`src/rtl/uart_rx_fifo_if.sv`:
```
// Receive-side port bundle of the UART receiver.
//   rx              serial line, idle high
//   rx_data         head-entry data word
//   rx_parity_err   head-entry parity error flag
//   rx_frame_err    head-entry framing error flag
//   rx_valid        FIFO holds at least one word
//   rx_ready        consumer accepts the head entry
//   rx_overrun      sticky "word dropped on full FIFO"
//   clr_overrun     single-cycle clear of rx_overrun
//   rx_busy         receiver is inside a frame
// master: the receiver itself.
// slave: the line driver and consumer.
interface uart_rx_fifo_if #(
  parameter int DATA_BITS = 8
);
  logic                 rx;
  logic [DATA_BITS-1:0] rx_data;
  logic                 rx_parity_err;
  logic                 rx_frame_err;
  logic                 rx_valid;
  logic                 rx_ready;
  logic                 rx_overrun;
  logic                 clr_overrun;
  logic                 rx_busy;

  modport master (
    input  rx, rx_ready, clr_overrun,
    output rx_data, rx_parity_err, rx_frame_err, rx_valid, rx_overrun, rx_busy
  );

  modport slave (
    output rx, rx_ready, clr_overrun,
    input  rx_data, rx_parity_err, rx_frame_err, rx_valid, rx_overrun, rx_busy
  );
endinterface

```
`src/rtl/uart_rx_fifo.sv`:
```
// UART receiver with a show-ahead receive FIFO.
// Each frame is a start bit, DATA_BITS data bits (LSB first), an optional
// parity bit and STOP_BITS stop bits. Every received word is stored together
// with its parity and framing error flags. A full FIFO drops incoming words
// and sets a sticky overrun flag.
// Ports:
//   clk   rising-edge clock
//   rst   asynchronous active-high reset
//   bus   receive-side bundle (see uart_rx_fifo_if)
module uart_rx_fifo #(
  parameter int CLK_FREQ   = 50000000,
  parameter int BAUD_RATE  = 19200,
  parameter int DATA_BITS  = 8,
  parameter int PARITY     = 0,
  parameter int STOP_BITS  = 1,
  parameter int FIFO_DEPTH = 4
) (
  input  logic            clk,
  input  logic            rst,
  uart_rx_fifo_if.master  bus
);

  localparam int CLKS_PER_BIT = CLK_FREQ / BAUD_RATE;
  localparam int CNT_W        = $clog2(CLKS_PER_BIT);
  localparam int IDX_W        = $clog2(DATA_BITS);
  localparam int PTR_W        = $clog2(FIFO_DEPTH);

  localparam logic [CNT_W-1:0] CNT_LAST  = CNT_W'(CLKS_PER_BIT - 1);
  localparam logic [CNT_W-1:0] CNT_MID   = CNT_W'((CLKS_PER_BIT - 1) / 2);
  localparam logic [IDX_W-1:0] IDX_LAST  = IDX_W'(DATA_BITS - 1);
  localparam logic             STOP_LAST = 1'(STOP_BITS - 1);
  localparam logic             ODD_PAR   = (PARITY == 1);

  typedef enum logic [2:0] {S_IDLE, S_START, S_DATA, S_PARITY, S_STOP} state_t;

  typedef struct packed {
    logic                 frame_err;
    logic                 parity_err;
    logic [DATA_BITS-1:0] data;
  } word_t;

  // Line synchroniser plus one history flop for edge detection.
  logic rx_meta, rx_sync, rx_prev;
  logic start_edge;

  // NOTE: sequential state is updated with non-blocking assignments so every
  // flop samples the pre-edge values of its inputs regardless of block order.
  always_ff @(posedge clk or posedge rst) begin
    if (rst) begin
      rx_meta <= 1'b1;
      rx_sync <= 1'b1;
      rx_prev <= 1'b1;
    end else begin
      rx_meta <= bus.rx;
      rx_sync <= rx_meta;
      rx_prev <= rx_sync;
    end
  end

  assign start_edge = rx_prev & ~rx_sync;

  // Receiver FSM.
  state_t               state, state_d;
  logic [CNT_W-1:0]     cnt, cnt_d;
  logic [IDX_W-1:0]     idx, idx_d;
  logic [DATA_BITS-1:0] shift, shift_d;
  logic                 perr, perr_d;
  logic                 ferr, ferr_d;
  logic                 stop_idx, stop_idx_d;
  logic                 push;
  word_t                push_word;

  always_ff @(posedge clk or posedge rst) begin
    if (rst) begin
      state    <= S_IDLE;
      cnt      <= '0;
      idx      <= '0;
      shift    <= '0;
      perr     <= 1'b0;
      ferr     <= 1'b0;
      stop_idx <= 1'b0;
    end else begin
      state    <= state_d;
      cnt      <= cnt_d;
      idx      <= idx_d;
      shift    <= shift_d;
      perr     <= perr_d;
      ferr     <= ferr_d;
      stop_idx <= stop_idx_d;
    end
  end

  // NOTE: every variable gets a default before the case so no path leaves
  // one unassigned, which would otherwise infer a latch.
  always_comb begin
    state_d    = state;
    cnt_d      = cnt;
    idx_d      = idx;
    shift_d    = shift;
    perr_d     = perr;
    ferr_d     = ferr;
    stop_idx_d = stop_idx;
    push       = 1'b0;

    unique case (state)
      S_IDLE: begin
        cnt_d      = '0;
        idx_d      = '0;
        stop_idx_d = 1'b0;
        if (start_edge) begin
          perr_d  = 1'b0;
          ferr_d  = 1'b0;
          state_d = S_START;
        end
      end

      // Re-check the line at mid start bit; a high line means a glitch.
      S_START: begin
        if (cnt == CNT_MID) begin
          cnt_d   = '0;
          state_d = rx_sync ? S_IDLE : S_DATA;
        end else begin
          cnt_d = cnt + 1'b1;
        end
      end

      // Counter was aligned to mid-bit in START, so a full bit period later
      // lands mid-bit again.
      S_DATA: begin
        if (cnt == CNT_LAST) begin
          cnt_d        = '0;
          shift_d[idx] = rx_sync;
          if (idx == IDX_LAST) begin
            idx_d   = '0;
            state_d = (PARITY != 0) ? S_PARITY : S_STOP;
          end else begin
            idx_d = idx + 1'b1;
          end
        end else begin
          cnt_d = cnt + 1'b1;
        end
      end

      S_PARITY: begin
        if (cnt == CNT_LAST) begin
          cnt_d   = '0;
          perr_d  = ((^shift) ^ rx_sync) != ODD_PAR;
          state_d = S_STOP;
        end else begin
          cnt_d = cnt + 1'b1;
        end
      end

      S_STOP: begin
        if (cnt == CNT_LAST) begin
          cnt_d = '0;
          if (!rx_sync) ferr_d = 1'b1;
          if (stop_idx == STOP_LAST) begin
            push       = 1'b1;
            stop_idx_d = 1'b0;
            state_d    = S_IDLE;
          end else begin
            stop_idx_d = 1'b1;
          end
        end else begin
          cnt_d = cnt + 1'b1;
        end
      end

      default: state_d = S_IDLE;
    endcase
  end

  // The framing flag includes the stop sample taken in the push cycle.
  assign push_word   = '{frame_err: ferr_d, parity_err: perr, data: shift};
  assign bus.rx_busy = (state != S_IDLE);

  // Show-ahead FIFO; pointers carry one wrap bit to tell full from empty.
  word_t            mem [FIFO_DEPTH];
  logic [PTR_W:0]   wr_ptr, rd_ptr;
  logic             empty, full, pop, wr_en;
  word_t            head;

  assign empty = (wr_ptr == rd_ptr);
  assign full  = (wr_ptr[PTR_W] != rd_ptr[PTR_W]) &&
                 (wr_ptr[PTR_W-1:0] == rd_ptr[PTR_W-1:0]);
  assign pop   = !empty && bus.rx_ready;
  // A simultaneous pop frees the slot being written, so full does not block.
  assign wr_en = push && (!full || pop);

  // NOTE: storage has no reset; only the pointers do, and the outputs are
  // forced to zero while empty so stale contents are never visible.
  always_ff @(posedge clk) begin
    if (wr_en) mem[wr_ptr[PTR_W-1:0]] <= push_word;
  end

  always_ff @(posedge clk or posedge rst) begin
    if (rst) begin
      wr_ptr         <= '0;
      rd_ptr         <= '0;
      bus.rx_overrun <= 1'b0;
    end else begin
      if (wr_en) wr_ptr <= wr_ptr + 1'b1;
      if (pop)   rd_ptr <= rd_ptr + 1'b1;
      // Setting wins over a same-cycle clear.
      if (push && !wr_en)       bus.rx_overrun <= 1'b1;
      else if (bus.clr_overrun) bus.rx_overrun <= 1'b0;
    end
  end

  assign head              = mem[rd_ptr[PTR_W-1:0]];
  assign bus.rx_valid      = !empty;
  assign bus.rx_data       = empty ? '0 : head.data;
  assign bus.rx_parity_err = !empty && head.parity_err;
  assign bus.rx_frame_err  = !empty && head.frame_err;

endmodule

```
`src/flat_wrapper.sv`:
```
// flat-port wrapper written by rule: the top's interface ports become plain ports
module uart_rx_fifo_flat 
#(
  parameter int CLK_FREQ   = 50000000,
  parameter int BAUD_RATE  = 19200,
  parameter int DATA_BITS  = 8,
  parameter int PARITY     = 0,
  parameter int STOP_BITS  = 1,
  parameter int FIFO_DEPTH = 4
)
  (clk, rst, bus_rx, bus_rx_ready, bus_clr_overrun, bus_rx_data, bus_rx_parity_err, bus_rx_frame_err, bus_rx_valid, bus_rx_overrun, bus_rx_busy);
  uart_rx_fifo_if #(.DATA_BITS(DATA_BITS)) bus_i ();
  input  logic clk;
  input  logic rst;
  input wire logic [$bits(bus_i.rx)-1:0] bus_rx;
  input wire logic [$bits(bus_i.rx_ready)-1:0] bus_rx_ready;
  input wire logic [$bits(bus_i.clr_overrun)-1:0] bus_clr_overrun;
  output wire logic [$bits(bus_i.rx_data)-1:0] bus_rx_data;
  output wire logic [$bits(bus_i.rx_parity_err)-1:0] bus_rx_parity_err;
  output wire logic [$bits(bus_i.rx_frame_err)-1:0] bus_rx_frame_err;
  output wire logic [$bits(bus_i.rx_valid)-1:0] bus_rx_valid;
  output wire logic [$bits(bus_i.rx_overrun)-1:0] bus_rx_overrun;
  output wire logic [$bits(bus_i.rx_busy)-1:0] bus_rx_busy;
  assign bus_i.rx = bus_rx;
  assign bus_i.rx_ready = bus_rx_ready;
  assign bus_i.clr_overrun = bus_clr_overrun;
  assign bus_rx_data = bus_i.rx_data;
  assign bus_rx_parity_err = bus_i.rx_parity_err;
  assign bus_rx_frame_err = bus_i.rx_frame_err;
  assign bus_rx_valid = bus_i.rx_valid;
  assign bus_rx_overrun = bus_i.rx_overrun;
  assign bus_rx_busy = bus_i.rx_busy;
  uart_rx_fifo #(.CLK_FREQ(CLK_FREQ), .BAUD_RATE(BAUD_RATE), .DATA_BITS(DATA_BITS), .PARITY(PARITY), .STOP_BITS(STOP_BITS), .FIFO_DEPTH(FIFO_DEPTH)) u_core (.clk(clk), .rst(rst), .bus(bus_i));
endmodule
```
`config.mk`:
```
export PLATFORM = sky130hd
export DESIGN_NAME = uart_rx_fifo_flat
export DESIGN_NICKNAME = d
export VERILOG_FILES = /design/src/rtl/uart_rx_fifo_if.sv /design/src/rtl/uart_rx_fifo.sv /design/src/flat_wrapper.sv
export SDC_FILE = /design/constraint.sdc
export NUM_CORES = 1
export LEC_CHECK = 0
export ABC_CLOCK_PERIOD_IN_PS = 4100
export CORE_MARGIN = 2
export CORE_UTILIZATION = 57
export DETAILED_ROUTE_END_ITERATION = 12
export PLACE_DENSITY_LB_ADDON = 0.05
export SYNTH_ARGS = -nofsm -noshare
export SYNTH_HDL_FRONTEND = slang
export SYNTH_SLANG_ARGS = --single-unit
```
`constraint.sdc`:
```
create_clock -name clk -period 4.1 [get_ports clk]
set_input_delay 0.82 -clock clk [delete_from_list [all_inputs] [get_ports clk]]
set_output_delay 0.82 -clock clk [all_outputs]
set_load 0.01 [all_outputs]
```
==> flow_summary.yaml <==
outcome:
  status: "finished, final reports clean"
global_route:
  grt_pass1_wl_um: 10130
  grtUsageTotal: 0.1876
  grt-ovfl-total: 0
  grt_pass1_vias: 1994
  antenna_found_initial: 0
  grt_start_max_net_pins: 33
final_layout:
  nNetsFinal: 305
  antenna_cells: 0
  stdcell_area_um2: 4069
  drive_gt1_frac: 0.1554
  n_fill_cell: 489
  area_growth_syn_to_layout_pct: 10.13
critical_path:
  cp-startpoint: "u_core.rd_ptr[0]"
  critPathMaxStageDelay_ns: 0.83
  r2r_slack_ns: 1.20
  critPathKind: "flip-flop to output pin"
  critical-path-top-delay-family: "flip-flops"
  endpoint_kind: "output pin"
  crit_slowest_cell: "dfrtp_1"
  arrival_ns: 2.51
  crit_chain: "xor2_1 -> nor2_1 -> nand2_1 -> and2_1 -> clkdlybuf4s50_1"
  worstSetupStartpointType: "flip-flop"
  cp_max_fo: 13
  required_ns: 3.28
  rr_startpoint: "u_core.cnt[0]"
  crit_buf_inv: 1
pwr:
  peakVddDrop_v: 0.0002463
  total_power_mw: 1.846
  leakage_nw: 1.706
  power.density_nw_per_um2: 453.8
timing:
  skew_ns: 0.01131
  hold_violations: 0
  final.min_clock_period_ns: 3.334
  tightest_slew_ns: 0.7453
  finalSetupTns_ns: 0
  rsz0062_at_grt: "no"
  drv_slew: 0
  fin_crit_sh: 0.8130
  fmax_ghz: 0.3000
  setup_viol: 0
  max_slew_margin: 0.5031
clock_tree:
  cts_sinks: 79
  numCtsBuffers: 9
  post_cts_buffers: 0
  insertion_delay_ns: 0.35
  cts.path.max_buffers: 2
  cts.clk_slew.worst_paths_ns: 0.09
  cts_max_level: 3
  cts_hold_buf: 0
  cts_tree: "yes"
  cts_resized: 0
  clock-root-buffer: "clkbuf_8"
routing:
  drtIter0Drc: 104
  vias_per_cell: 5.708
  drt-wirelength-per-cell_um: 16.55
  drt-total-wl_um: 6175
  drtAntennaViolNets: 0
  drcViolationCount: 0
  vias: 2129
  firstDrtPassIters: 4
place:
  gp_routability_congestion: 0.7395
  dp.final_hpwl_um: 4142
  port-buffer-count: 17
  place_area_um2: 3884
hold_path:
  hp-class: "flip-flop to flip-flop"
  hp-start: "u_core.rx_meta"
synthesis:
  yosys.area_share.xor_xnor: 0.04030
  yosysTopAreaCellShare: 0.3251
  syn_nets: 293
  synth_area_leader_cell: "edfxtp_1"
  synth_simple_gate_area_share: 0.1609
  synth_most_common_cell: "edfxtp_1"
  avgSynthCellArea_um2: 13.24
  synth_top_family_by_area: "simple AND/OR/NAND/NOR gates"
  synthAdderAreaFrac: 0.03048
  synthMuxAreaShare: 0.09109
  ys_top_cells_by_count: "40 x edfxtp_1, 36 x dfrtp_1, 24 x nand2_1"
  synthFlopType: "edfxtp_1"
  synth_compound_area_frac: 0.05689
  synth_cell_types: 49
  ys_seq_area_frac: 0.5902
  syn_inst: 279
  ys_async_sr_fraction: 0.4937
  syn_area_um2: 3695
  synth_edf_count: 40
  synth-seq-cells: 79
  synth.area.top_cells: "edfxtp_1 33%, dfrtp_1 24%, mux4_2 6.1%"
  ys_warn_count: 0
die:
  core_area_um2: 6314
  die_y_um: 84.51
  chipWidth_um: 84.51
  io_pins: 18
  initial_core_util: 0.5852
  rows: 29
  die_area_um2: 7142
run:
  drv_cap: 0
## cells in the final DEF (no fill, tap or decap), drive strengths merged, types with 3 or more instances in the layout
master	count
a21oi	6
and2	16
ha	9
a22o	4
nor2b	3
dfstp	3
a31oi	9
nand2	24
mux2	9
o21ai	6
nand3b	3
nand3	11
nor3	3
nor2	10
clkdlybuf4s50	17
nand4	5
xnor2	12
inv	11
xor2	5
mux4	10
clkbuf	9
dfrtp	36
nor4	3
edfxtp	40
## power breakdown
part           switching, mW  internal, mW
combinational          0.149         0.154
clock                  0.308         0.231
sequential             0.128         0.876
total                  0.585          1.26
## path summary, 6_finish.rpt
kind | end | depth (start not counted)
min in group asynchronous | u_core.rd_ptr[0] | 2
min reg2reg | u_core.rx_sync | 0
max | bus_rx_data[1] | 5
min | u_core.rx_sync | 0
max in group asynchronous | u_core.rx_prev | 3
max reg2reg | u_core.mem[3][6] | 5
## registers in the layout (all words and copies together), names as in the netlist
register and flops:
u_core.ferr 1, u_core.state 3, u_core.rx_prev 1, u_core.shift 8, u_core.rd_ptr 3, u_core.perr 1, u_core.bus.rx_overrun 1, u_core.idx 3
u_core.cnt 12, u_core.mem 40, u_core.stop_idx 1, u_core.wr_ptr 3, u_core.rx_sync 1, u_core.rx_meta 1
## area by class of cell
type | count | area [um2] | share of cell area
Sequential cell | 79 | 2181 | 0.5360
Multi-Input combinational cell | 176 | 1403 | 0.3447
Timing Repair Buffer | 18 | 177.7 | 0.04367
Clock buffer | 9 | 123.9 | 0.03044
Tap cell | 77 | 96.34 | 0.02368
Clock inverter | 7 | 61.31 | 0.01507
Inverter | 7 | 26.28 | 0.006458
## routing by layer
layer | global-route usage | share of wire
met1 | 0.2588 | 0.48
met5 | 0 | 0
met3 | 0.03343 | 0.028
met4 | 0.09091 | 0.017
met2 | 0.2913 | 0.48
## per-stage QoR
step	hold slack (ns)	setup WS (ns)	util	std cells
final	0.3607	0.7665	0.6445	373
after floorplan	0.3452	1.774	-	279
after global routing	0.3637	0.5391	0.6445	373
after CTS	0.3620	0.6902	0.6445	373
after detailed placement	0.3491	1.099	0.6151	357
after global placement	0.3505	1.165	0.6151	357
## cell families (layout without fill, tap and decap cells)
| family | Yosys count | count (layout) |
|---|---|---|
| adders and majority gates | 9 | 9 |
| muxes | 20 | 20 |
| DFF | 79 | 79 |
| and+or+nand+nor | 98 | 98 |
| buffers and inverters | 24 | 41 |
| AOI/OAI and AO/OA | 32 | 32 |
| xor gates and xnor gates | 17 | 17 |
Note: power is estimated with default switching activity, not from simulation.
